$ cat src/rtl/gcd_pkg.sv
`default_nettype none
// ============================================================================
// Module   : gcd_pkg
// Brief    : Shared types and constants for the subtractive GCD controller.
// Revision : 1.0
// ============================================================================
package gcd_pkg;

   localparam int DEFAULT_WIDTH = 8;

   localparam logic [2:0] ALU_PASS = 3'b000;
   localparam logic [2:0] ALU_OR   = 3'b010;
   localparam logic [2:0] ALU_SUB  = 3'b101;

   typedef enum logic [2:0] {
      ST_IDLE  = 3'd0,
      ST_CHECK = 3'd1,
      ST_SUB_A = 3'd2,
      ST_SUB_B = 3'd3,
      ST_DONE  = 3'd4
   } gcd_state_e;

endpackage
`default_nettype wire

$ cat src/rtl/alu.sv
`default_nettype none
// ============================================================================
// Module   : alu
// Brief    : Small combinational ALU (pass, OR, subtract) shared by the GCD FSM.
// Revision : 1.0
// ============================================================================
module alu
   import gcd_pkg::*;
#(
   parameter int WIDTH = DEFAULT_WIDTH
) (
   input  logic [WIDTH-1:0] a_i,
   input  logic [WIDTH-1:0] b_i,
   input  logic [2:0]       op_i,
   output logic [WIDTH-1:0] y_o
);

   always_comb begin
      y_o = a_i;
      case (op_i)
         ALU_PASS: y_o = a_i;
         ALU_OR:   y_o = a_i | b_i;
         ALU_SUB:  y_o = a_i - b_i;
         default:  y_o = a_i;
      endcase
   end

endmodule
`default_nettype wire

$ cat src/rtl/gcd_ctrl.sv
`default_nettype none
// ============================================================================
// Module   : gcd_ctrl
// Brief    : Subtractive GCD controller; all arithmetic goes through one ALU.
// Revision : 1.0
// ============================================================================
module gcd_ctrl
   import gcd_pkg::*;
#(
   parameter int WIDTH = DEFAULT_WIDTH
) (
   input  logic             clk,
   input  logic             rst_n,
   input  logic             start,
   input  logic [WIDTH-1:0] a_in,
   input  logic [WIDTH-1:0] b_in,
   output logic             busy,
   output logic             done,
   output logic [WIDTH-1:0] result,
   output logic             err
);

   gcd_state_e       state_q;
   logic [WIDTH-1:0] ra_q;
   logic [WIDTH-1:0] rb_q;
   logic [WIDTH-1:0] result_q;
   logic             err_q;
   logic             done_q;
   logic             busy_q;

   logic [WIDTH-1:0] w_alu_a;
   logic [WIDTH-1:0] w_alu_b;
   logic [2:0]       w_alu_op;
   logic [WIDTH-1:0] w_alu_y;
   logic             w_any_zero;
   logic             w_both_zero;
   logic             w_equal;
   logic             w_a_gt_b;

   assign w_any_zero  = (ra_q == '0) || (rb_q == '0);
   assign w_both_zero = (ra_q == '0) && (rb_q == '0);
   assign w_equal     = (ra_q == rb_q);
   assign w_a_gt_b    = (ra_q > rb_q);

   // Operand muxes swap only for SUB_B; PASS is the idle opcode.
   always_comb begin
      w_alu_a  = ra_q;
      w_alu_b  = rb_q;
      w_alu_op = ALU_PASS;
      case (state_q)
         ST_CHECK: if (w_any_zero) w_alu_op = ALU_OR;
         ST_SUB_A: w_alu_op = ALU_SUB;
         ST_SUB_B: begin
            w_alu_a  = rb_q;
            w_alu_b  = ra_q;
            w_alu_op = ALU_SUB;
         end
         default:  w_alu_op = ALU_PASS;
      endcase
   end

   alu #(.WIDTH(WIDTH)) u_alu (
      .a_i  (w_alu_a),
      .b_i  (w_alu_b),
      .op_i (w_alu_op),
      .y_o  (w_alu_y)
   );

   always_ff @(posedge clk or negedge rst_n) begin
      if (!rst_n) begin
         state_q  <= ST_IDLE;
         ra_q     <= '0;
         rb_q     <= '0;
         result_q <= '0;
         err_q    <= 1'b0;
         done_q   <= 1'b0;
         busy_q   <= 1'b0;
      end else begin
         done_q <= 1'b0;
         case (state_q)
            ST_IDLE: begin
               if (start) begin
                  ra_q    <= a_in;
                  rb_q    <= b_in;
                  busy_q  <= 1'b1;
                  state_q <= ST_CHECK;
               end
            end
            ST_CHECK: begin
               if (w_any_zero) begin
                  result_q <= w_alu_y;
                  err_q    <= w_both_zero;
                  done_q   <= 1'b1;
                  state_q  <= ST_DONE;
               end else if (w_equal) begin
                  result_q <= w_alu_y;
                  err_q    <= 1'b0;
                  done_q   <= 1'b1;
                  state_q  <= ST_DONE;
               end else if (w_a_gt_b) begin
                  state_q  <= ST_SUB_A;
               end else begin
                  state_q  <= ST_SUB_B;
               end
            end
            ST_SUB_A: begin
               ra_q    <= w_alu_y;
               state_q <= ST_CHECK;
            end
            ST_SUB_B: begin
               rb_q    <= w_alu_y;
               state_q <= ST_CHECK;
            end
            ST_DONE: begin
               busy_q  <= 1'b0;
               state_q <= ST_IDLE;
            end
            default: begin
               busy_q  <= 1'b0;
               state_q <= ST_IDLE;
            end
         endcase
      end
   end

   assign busy   = busy_q;
   assign done   = done_q;
   assign result = result_q;
   assign err    = err_q;

endmodule
`default_nettype wire

$ cat config.mk
export PLATFORM = sky130hd
export DESIGN_NAME = gcd_ctrl
export DESIGN_NICKNAME = d
export VERILOG_FILES = /design/src/rtl/gcd_pkg.sv /design/src/rtl/alu.sv /design/src/rtl/gcd_ctrl.sv
export SDC_FILE = /design/constraint.sdc
export NUM_CORES = 1
export LEC_CHECK = 0
export ABC_CLOCK_PERIOD_IN_PS = 3000
export CORE_MARGIN = 2
export CORE_UTILIZATION = 55
export CTS_CLUSTER_SIZE = 8
export DETAILED_ROUTE_END_ITERATION = 7
export GPL_TIMING_DRIVEN = 0
export PLACE_DENSITY_LB_ADDON = 0.08
export SLEW_MARGIN = 20
export SYNTH_ARGS = -nofsm -noshare
export SYNTH_HDL_FRONTEND = slang
export SYNTH_SLANG_ARGS = --single-unit
$ cat constraint.sdc
create_clock -name clk -period 3 [get_ports clk]
set_clock_uncertainty 0.2 [all_clocks]
set_input_delay 0.3 -clock clk [delete_from_list [all_inputs] [get_ports clk]]
set_output_delay 0.3 -clock clk [all_outputs]
set_load 0.02 [all_outputs]
==> out/results.tsv <==
stage	metric	value	unit
sta	slew of the pin with the lowest slew margin	0.702	ns
route	antenna-violating nets left	0	
sta	Max Transition Viols Final	0	
run_status	status	finished clean	
route	Vias	1916	
synth	synthesized flop and latch total	30	
critical_path	worst r2r src	state_q[0]	
synth	Mapped Cells	232	
cts	htree depth	2	
worst_hold_path	Hold Crit Class	flip-flop to flip-flop	
critical_path	Critical R2R Capture	rb_q[4]	
sta	final hold viol count	0	
sta	crit share post-route	0.916	
route	DR pass1 iterations	4	
cells_and_area	final net count	305	
global_route	vias in the first global route	1891	
critical_path	CP max FO	10	
run	maxcap violations	0	
power_and_ir_drop	Leakage Power	0.00114	µW
critical_path	CP Launch Point	state_q[0]	
synth	Synth top cells by count	30 x dfrtp_1, 23 x inv_1, 23 x nor2_1, 17 x ha_1, 13 x a22oi_1	
synth	count leader, synth	dfrtp_1	
critical_path	crit start category	flip-flop	
critical_path	kind of critical path	flip-flop to flip-flop	
synth	Syn. warnings	0	
cts	postcts setup bufs	0	
power_and_ir_drop	P_int	1770	µW
critical_path	Setup crit end kind	flip-flop	
global_route	GRT Util Overall	0.285	
synth	Yosys cell types	47	
synth	Synth Area per Inst	9.15	µm²
synth	Yosys top cell by area	dfrtp_1	
floorplanning	core area	0.00369	mm²
power_and_ir_drop	combinational fraction of design power	0.668	
route	DR iter-0 viols	117	
cts	CTS tree	done	
synth	synthesized area	0.00212	mm²
floorplanning	Die W	66.1	µm
placed_design	GPL Wtd Cong	0.876	
cells_and_area	share of cells above drive strength 1	0.100	
placed_design	pre-CTS setup slack	0.328	ns
global_route	global-route wire length before repair	9280	µm
route	Routed WL	5390	µm
synth	post-synth net total	268	
power_and_ir_drop	Power Density	1350	mW/mm²
synth	ys async rst share	1.00	
cts	clock latency on the worst-skew pair	0.29	ns
worst_hold_path	hold_sp	busy	
placed_design	port bufs	29	
sta	Final TNS setup	0	ns
cts	total CTS buffers	5	
synth	Post-synth EDFFs	0	
power_and_ir_drop	part of the power in registers	0.234	
floorplanning	# IOs	30	
power_and_ir_drop	worst-case vdd ir drop	0.000645	V
global_route	gr ovfl total	0	
critical_path	FF-to-FF setup slack	0.25	ns
sta	minimum hold slack	0.290	ns
power_and_ir_drop	Clk pwr share	0.098	
cts	root buf cell	clkbuf_8	
placed_design	dpl hpwl	3990	µm
synth	top cells by area, synth	dfrtp_1 35%, ha_1 10%, a22oi_1 4.6%	
cts	Worst-path clk slew	0.07	ns
critical_path	arrival time worst endpoint	2.78	ns
floorplanning	# rows	22	
worst_hold_path	hold depth	1	
cts	clk buf depth	2	
floorplanning	Starting Density	0.576	
global_route	antenna violations before repair	0	
route	drc violations	0	
cells_and_area	area delta synth->final	21.4	%
sta	final-report setup violation count	0	
sta	slew margin rel.	0.530	
synth	Top FF cell, synth	dfrtp_1	
route	DR vias/cell	6.03	
critical_path	r2r worst-path depth	10	
floorplanning	die height	66.1	µm
sta	RSZ-0062 raised after global routing	no	
cts	clock sink count	30	
synth	Yosys top cell area share	0.354	
cells_and_area	final instance count without filler cells	318	
critical_path	WP data required	3.03	ns
cells_and_area	fin util	0.699	
global_route	pin count of the biggest net entering global routing	31	
synth	sequential fraction of the synthesis area	0.354	
route	Avg WL per Cell	17.0	µm
worst_hold_path	Hold EP	busy	
power_and_ir_drop	Sw Pwr	1720	µW
sta	setup ws final	0.251	ns
floorplanning	DIE AREA	0.00437	mm²
sta	fmax	364	MHz
sta	Min Clock Period, post-route	2.75	ns
power_and_ir_drop	Sw Ratio	0.493	
cells_and_area	diode count	0	
placed_design	# placed instances	309	
-- what timing repair did --
action | in CTS | in global routing
resized for setup | 0 | 1
endpoints found under the hold margin | 30 | 0
setup endpoints to repair | 0 | 8
hold buffers | 1 | 0
-- worst max-delay path by stage --
stage,cells past startpoint,slack (ns),to
2_1_floorplan,10,0.62,rb_q[4]
5_1_grt,7,0.10,err
6_report,10,0.25,rb_q[4]
4_1_cts,10,0.28,rb_q[4]
3_3_place_gp,10,0.35,rb_q[4]
3_5_place_dp,10,0.33,rb_q[4]
-- layout by cell type, fill, tap and decap left out, types with 9 or more instances in the layout --
cell	Yosys	routed
dfrtp_1	30	30
clkdlybuf4s50_1	0	28
inv_1	23	23
nor2_1	23	23
ha_1	17	17
a22oi_1	13	13
o21ai_0	11	11
a21oi_1	11	11
nand2_1	10	10
nor2b_1	9	9
-- state kept, by name (all words and copies together), names as in the netlist --
register / count
rb_q: 8
ra_q: 8
done: 1
err: 1
result: 8
state_q: 3
busy: 1
-- cell families (layout without fill, tap and decap cells) --
group	Yosys count	count (layout)	share of synthesized area
AO/OA/AOI/OAI	77	77	0.266
multiplexers	5	5	0.0236
flip-flops	30	30	0.354
AND/OR/NAND/NOR	68	68	0.177
XOR/XNOR	5	5	0.0206
adder cells (fa/ha/maj)	17	17	0.100
buffers and inverters	30	68	0.0589
-- critical path, stage by stage, from the launching register on --
cell and delay [ns]:
dfrtp_1 0.37, buf_4 0.17, and3b_2 0.24, o22ai_1 0.32
inv_1 0.10, ha_1 0.20, a221oi_2 0.30, o221ai_2 0.18
xnor2_1 0.16, o21ai_0 0.27, a21o_2 0.18
-- stage by stage --
| step | cell area [µm²] | power, µW |
|---|---|---|
| after global placement | 2470 | 3020 |
| after floorplan | 2120 | 2450 |
| after detailed placement | 2470 | 3100 |
| final | 2580 | 3490 |
| after global routing | 2580 | 3790 |
| after CTS | 2570 | 3460 |
-- layer usage --
layer  routed length [µm]  global-route usage
met1                 2390               0.370
met2                 2510               0.458
met3                  368              0.0698
met4                  129               0.107
met5                    0                   0
-- layout make-up --
type / count / area [µm²]
Timing Repair Buffer: 30 / 295
Inverter: 23 / 86.3
Clock inverter: 1 / 5.00
Sequential cell: 30 / 751
Buffer: 7 / 38.8
Multi-Input combinational cell: 172 / 1260
Fill cell: 340 / 1110
Clock buffer: 7 / 86.3
Tap cell: 48 / 60.1
-- power groups by stage --
| stage | sequential (µW) | clock, µW | combinational [µW] |
|---|---|---|---|
| detailed placement | 814 | 0 | 2280 |
| CTS | 809 | 343 | 2310 |
| finish | 815 | 342 | 2330 |
| global placement | 813 | 0 | 2210 |
| floorplan | 842 | 0 | 1610 |
| global route | 847 | 366 | 2580 |
Note: power is estimated with default switching activity, not from simulation.
